$ cat src/rtl/vga_timing_pkg.sv
// rtl/vga_timing_pkg.sv - shared 640x480 VGA timing constants and helpers
package vga_timing_pkg;

  localparam int unsigned CNT_W      = 10;

  localparam int unsigned VGA_HTOTAL = 800;
  localparam int unsigned VGA_HSYNC  = 96;
  localparam int unsigned VGA_HBP    = 144;
  localparam int unsigned VGA_HFP    = 784;
  localparam int unsigned VGA_VTOTAL = 521;
  localparam int unsigned VGA_VSYNC  = 2;
  localparam int unsigned VGA_VBP    = 31;
  localparam int unsigned VGA_VFP    = 511;

  typedef enum logic {
    VB_IDLE = 1'b0,
    VB_PEND = 1'b1
  } vblank_state_t;

  // Half-open window test lo <= v < hi on unsigned counter values
  function automatic logic in_window(logic [CNT_W-1:0] v,
                                     logic [CNT_W-1:0] lo,
                                     logic [CNT_W-1:0] hi);
    return (v >= lo) && (v < hi);
  endfunction

endpackage

$ cat src/rtl/vga_counter.sv
// rtl/vga_counter.sv - enabled wrap counter exposing its next value and wrap flag
module vga_counter #(
  parameter int unsigned MAX = 800,
  parameter int unsigned W   = 10
) (
  input  logic         clk,
  input  logic         rst,
  input  logic         en,
  output logic [W-1:0] count,
  output logic [W-1:0] count_next,
  output logic         wrap
);

  localparam logic [W-1:0] LAST = W'(MAX - 1);

  // wrap is the advance that takes the count from LAST back to zero
  assign wrap = en && (count == LAST);

  // Next value is exported so the parent can register decodes in step with the count
  always_comb begin
    count_next = count;
    if (wrap)
      count_next = '0;
    else if (en)
      count_next = count + W'(1);
  end

  // Count register
  always_ff @(posedge clk) begin
    if (rst)
      count <= '0;
    else
      count <= count_next;
  end

endmodule

$ cat src/rtl/vga_timing.sv
// rtl/vga_timing.sv - VGA sync/active generator with frame counter and vblank handshake
module vga_timing
  import vga_timing_pkg::*;
#(
  parameter int unsigned HTOTAL = VGA_HTOTAL,
  parameter int unsigned HSYNC  = VGA_HSYNC,
  parameter int unsigned hbp    = VGA_HBP,
  parameter int unsigned hfp    = VGA_HFP,
  parameter int unsigned VTOTAL = VGA_VTOTAL,
  parameter int unsigned VSYNC  = VGA_VSYNC,
  parameter int unsigned vbp    = VGA_VBP,
  parameter int unsigned vfp    = VGA_VFP
) (
  input  logic             i_clk,
  input  logic             i_rst,
  input  logic             i_en,
  input  logic             i_vblank_ack,
  output logic [CNT_W-1:0] o_hc,
  output logic [CNT_W-1:0] o_vc,
  output logic             o_hsync,
  output logic             o_vsync,
  output logic             o_active,
  output logic             o_frame_start,
  output logic             o_vblank_req,
  output logic             o_overrun,
  output logic [7:0]       o_frame_cnt
);

  localparam logic [CNT_W-1:0] HS_L  = CNT_W'(HSYNC);
  localparam logic [CNT_W-1:0] HBP_L = CNT_W'(hbp);
  localparam logic [CNT_W-1:0] HFP_L = CNT_W'(hfp);
  localparam logic [CNT_W-1:0] VS_L  = CNT_W'(VSYNC);
  localparam logic [CNT_W-1:0] VBP_L = CNT_W'(vbp);
  localparam logic [CNT_W-1:0] VFP_L = CNT_W'(vfp);

  logic [CNT_W-1:0] h_next;
  logic [CNT_W-1:0] v_next;
  logic             h_wrap;
  logic             v_wrap;
  logic             vfp_hit;
  vblank_state_t    state;

  vga_counter #(.MAX(HTOTAL), .W(CNT_W)) u_hcnt (
    .clk        (i_clk),
    .rst        (i_rst),
    .en         (i_en),
    .count      (o_hc),
    .count_next (h_next),
    .wrap       (h_wrap)
  );

  vga_counter #(.MAX(VTOTAL), .W(CNT_W)) u_vcnt (
    .clk        (i_clk),
    .rst        (i_rst),
    .en         (h_wrap),
    .count      (o_vc),
    .count_next (v_next),
    .wrap       (v_wrap)
  );

  // Only the advance onto (0, vfp) counts; idling there with i_en low does not retrigger
  assign vfp_hit = h_wrap && (v_next == VFP_L);

  // Sync and active decoded from next counts so they line up with o_hc/o_vc
  always_ff @(posedge i_clk) begin
    if (i_rst) begin
      o_hsync  <= 1'b0;
      o_vsync  <= 1'b0;
      o_active <= 1'b0;
    end else begin
      o_hsync  <= (h_next >= HS_L);
      o_vsync  <= (v_next >= VS_L);
      o_active <= in_window(h_next, HBP_L, HFP_L) && in_window(v_next, VBP_L, VFP_L);
    end
  end

  // Frame pulse on the wrap into (0,0) and the free-running frame count
  always_ff @(posedge i_clk) begin
    if (i_rst) begin
      o_frame_start <= 1'b0;
      o_frame_cnt   <= 8'd0;
    end else begin
      o_frame_start <= v_wrap;
      o_frame_cnt   <= o_frame_cnt + {7'd0, v_wrap};
    end
  end

  // Vblank request handshake; a new request outranks a same-cycle ack
  always_ff @(posedge i_clk) begin
    if (i_rst) begin
      state        <= VB_IDLE;
      o_vblank_req <= 1'b0;
      o_overrun    <= 1'b0;
    end else begin
      case (state)
        VB_IDLE: begin
          if (vfp_hit) begin
            state        <= VB_PEND;
            o_vblank_req <= 1'b1;
          end
        end
        VB_PEND: begin
          if (vfp_hit) begin
            o_overrun <= 1'b1;
          end else if (i_vblank_ack) begin
            state        <= VB_IDLE;
            o_vblank_req <= 1'b0;
          end
        end
        default: begin
          state        <= VB_IDLE;
          o_vblank_req <= 1'b0;
        end
      endcase
    end
  end

endmodule
$ cat config.mk
export PLATFORM = sky130hd
export DESIGN_NAME = vga_timing
export DESIGN_NICKNAME = d
export VERILOG_FILES = /design/src/rtl/vga_timing_pkg.sv /design/src/rtl/vga_counter.sv /design/src/rtl/vga_timing.sv
export SDC_FILE = /design/constraint.sdc
export NUM_CORES = 1
export LEC_CHECK = 0
export ABC_AREA = 1
export CAP_MARGIN = 20
export CORE_MARGIN = 3
export CORE_UTILIZATION = 55
export CTS_BUF_LIST = sky130_fd_sc_hd__clkbuf_16
export DETAILED_ROUTE_END_ITERATION = 8
export PLACE_DENSITY = 0.84
export SLEW_MARGIN = 15
export SYNTH_ARGS = -nofsm -noshare
export SYNTH_HDL_FRONTEND = slang
export SYNTH_SLANG_ARGS = --single-unit
$ cat constraint.sdc
create_clock -name i_clk -period 3.6 [get_ports i_clk]
set_input_delay 0.72 -clock i_clk [delete_from_list [all_inputs] [get_ports i_clk]]
set_output_delay 0.72 -clock i_clk [all_outputs]
set_load 0.05 [all_outputs]
==> run_results.csv <==
group,metric,value,unit
status,outcome,"complete, no violations",
logic_synthesis,synth-compound-area-share,0.0642,
final_layout,flow.area_growth_from_synthesis,31.8,%
worst_setup_path,crit_required,3.77,ns
route,drc,0,
logic_synthesis,synth_seq_area_share,0.363,
place,finalWeightedCongestion,0.886,
logic_synthesis,synth_enable_flop_cells,0,
sta,fin_crit_sh,0.817,
floorplan,fp.dieArea,4250,um2
logic_synthesis,synth_cell_types,29,
sta,setup_total_negative_slack,0,ns
floorplan,fp-row-count,20,
route,via_density_per_instance,5.33,
worst_setup_path,r2r_cells,16,
final_layout,layout-drive-gt1-share,0.0769,
worst_hold_path,min_delay_path_depth,2,
worst_setup_path,crit-reg2reg-launch,"u_vcnt.count[0]",
logic_synthesis,syn_nets,305,
final_layout,layout_commonest_cell,"sky130_fd_sc_hd__nand2_1",
clock_network,post_cts.repair.setup_buffers,0,
place,place_hpwl,3570,um
global_route,gr-max-usage-layer,"met2",
worst_setup_path,worst_ep_arrival_time,3.11,ns
global_route,number_of_antenna_violations_at_the_first_check_in_global_routing,0,
final_layout,final_net_count,347,
sta,period_needed,2.94,ns
clock_network,clock_insertion_delay_worst_skew,0.28,ns
worst_hold_path,min-delay-path-class,"flip-flop to flip-flop",
logic_synthesis,synth_simple_gate_area_share,0.437,
logic_synthesis,syn_area_per_cell,6.54,um2
worst_setup_path,crit_path_start_kind,"input port",
route,route.final.wire_length,4920,um
logic_synthesis,synth_warnings,0,
logic_synthesis,post_synthesis_register_bit_count,35,
worst_setup_path,criticalPathCategory,"input port to flip-flop",
floorplan,number_of_top_level_pins,38,
clock_network,cts_tree,"yes",
place,placedCellCount,374,
logic_synthesis,synthesis.instances,295,
route,detailroute.via_count,2035,
logic_synthesis,synth_top_flop_cell,"sky130_fd_sc_hd__dfxtp_1",
logic_synthesis,synth_xor_area_frac,0.0182,
global_route,groute.layer.met2.usage,0.436,
final_layout,antenna_cells,0,
power,power_density,387,nW/um2
sta,slew_headroom,0.645,
worst_setup_path,timing.critical_path.to_type,"flip-flop",
sta,clock_skew,0.00366,ns
route,drt.antenna.violating_nets,0,
sta,setup_viol,0,
route,firstDrtPassIters,4,
global_route,grt.met3_usage,0.0701,
worst_setup_path,worst_path_fanout_max,7,
clock_network,cts-htree-levels,2,
place,placement.cell_area,2350,um2
logic_synthesis,synth_adder_area_share,0.0389,
clock_network,cts-hold-fix-buffers,0,
clock_network,clkSlewWorstSetupHoldPaths,0.05,ns
final_layout,post-route-cell-area,2540,um2
clock_network,cts_num_sinks,35,
clock_network,cts-buffers-inserted,5,
floorplan,fp.coreArea,3200,um2
clock_network,clockRootBuffer,"sky130_fd_sc_hd__clkbuf_16",
sta,clock.fmax,340,MHz
clock_network,post_cts_resize_count,0,
logic_synthesis,asyncSetResetFlopFracSynth,0,
power,p_leak,0.00105,uW
global_route,first_global_vias,1974,
floorplan,floorplan.die.width,65.2,um
logic_synthesis,netlist_area_before_placement,1930,um2
route,post_drt_wl_per_cell,12.9,um
worst_setup_path,setup.worst_path.start,"i_en",
sta,finalMaxSlewViolations,0,
final_layout,final_cell_mix,"sky130_fd_sc_hd__nand2_1 (79), sky130_fd_sc_hd__nor2_1 (54), sky130_fd_sc_hd__clkdlybuf4s50_1 (37)",
global_route,global_route.usage.met1,0.302,
sta,max_slew.worst_pin.slew,0.530,ns
logic_synthesis,synth_mux_area_frac,0,
global_route,grt_pass1_wl,8510,um
sta,timing_hold_violations_final,0,
sta,grt_setup_unrepaired,"no",
floorplan,initial_core_util,0.602,
run,max-cap-violations,0,
clock_network,buffer_levels_on_the_longest_clock_path,2,
power,vdd_drop_max,0.000282,V
final_layout,stdcell_count,382,
place,place.port_buffers,37,
floorplan,die_height,65.2,um
route,drt_iter0_markers,177,
global_route,grt_overflow,0,
logic_synthesis,largest_family_of_logic_cells_by_synthesized_area,"simple AND/OR/NAND/NOR gates",
worst_hold_path,min-delay-start,"o_overrun",
global_route,global_route.usage.total,0.255,
global_route,grt_max_degree,24,
metrics by stage:
| stage | power [uW] | setup slack [ns] | hold slack [ns] | util |
|---|---|---|---|---|
| after floorplan | 418 | 1.06 | 0.456 | - |
| after global placement | 429 | 0.495 | 0.461 | 0.734 |
| after detailed placement | 430 | 0.412 | 0.466 | 0.734 |
| after CTS | 984 | 0.691 | 0.483 | 0.794 |
| after global routing | 1000 | 0.461 | 0.526 | 0.794 |
| final | 984 | 0.659 | 0.485 | 0.794 |
kinds of logic after synthesis:
logic type | after synthesis
AND/OR/NAND/NOR | 187
buffers and inverters | 40
flip-flops | 35
AO/OA/AOI/OAI | 23
adder cells (fa/ha/maj) | 6
XOR/XNOR | 4
final timing paths:
kind         slack, ns             end
max               0.66  o_frame_cnt[6]
min               0.48       o_overrun
max reg2reg       1.06    o_vblank_req
min reg2reg       0.48       o_overrun
worst max-delay path: stages:
cell and delay [ns]:
sky130_fd_sc_hd__clkdlybuf4s50_1 0.61, sky130_fd_sc_hd__nand2_2 0.12, sky130_fd_sc_hd__nor2_4 0.16, sky130_fd_sc_hd__nand3_4 0.12
sky130_fd_sc_hd__clkinv_2 0.12, sky130_fd_sc_hd__nand2_1 0.16, sky130_fd_sc_hd__inv_1 0.10, sky130_fd_sc_hd__ha_1 0.19
sky130_fd_sc_hd__ha_1 0.18, sky130_fd_sc_hd__nand2_1 0.07, sky130_fd_sc_hd__nor2_1 0.20, sky130_fd_sc_hd__nand3_1 0.13
sky130_fd_sc_hd__o21ai_0 0.17, sky130_fd_sc_hd__a21oi_1 0.05
synthesized netlist by cell type (2+ instances only):
cell type / n / area share
sky130_fd_sc_hd__nand2_1: 79 / 0.15
sky130_fd_sc_hd__o21a_1: 2 / 0.0078
sky130_fd_sc_hd__xor2_1: 2 / 0.0091
sky130_fd_sc_hd__nand2_2: 2 / 0.0065
sky130_fd_sc_hd__o21ai_0: 6 / 0.016
sky130_fd_sc_hd__inv_1: 34 / 0.066
sky130_fd_sc_hd__nand4_1: 12 / 0.039
sky130_fd_sc_hd__xnor2_1: 2 / 0.0091
sky130_fd_sc_hd__dfxtp_1: 35 / 0.36
sky130_fd_sc_hd__nand3_1: 23 / 0.060
sky130_fd_sc_hd__inv_2: 2 / 0.0039
sky130_fd_sc_hd__ha_1: 6 / 0.039
sky130_fd_sc_hd__buf_1: 2 / 0.0039
sky130_fd_sc_hd__o21ai_1: 2 / 0.0052
sky130_fd_sc_hd__nor3_1: 4 / 0.010
sky130_fd_sc_hd__nor2_1: 54 / 0.11
sky130_fd_sc_hd__a21oi_1: 12 / 0.031
sky130_fd_sc_hd__nor2_2: 5 / 0.016
metal layers:
| layer | vias up | wire length (um) |
|---|---|---|
| li1 | 1023 | - |
| met1 | 915 | 2060 |
| met2 | 86 | 2390 |
| met3 | 11 | 382 |
| met4 | 0 | 80 |
| met5 | - | 0 |
state kept, by name, indices dropped and copies added (netlist names):
register,cells
u_hcnt.count,10
o_vblank_req,1
o_active,1
o_vsync,1
o_frame_cnt,8
state,1
o_hsync,1
u_vcnt.count,10
o_frame_start,1
o_overrun,1
report_power, final:
group	internal [uW]	switching, uW	total [uW]
clock	396	166	562
sequential	389	2.40	392
combinational	10.0	19.8	29.8
layout make-up:
cell class	count	area (um2)
Clock buffer	5	125
Clock inverter	3	67.6
Fill cell	241	659
Inverter	37	140
Multi-Input combinational cell	220	1080
Sequential cell	35	701
Tap cell	44	55.1
Timing Repair Buffer	38	378
(Power assumes the default switching activity.)
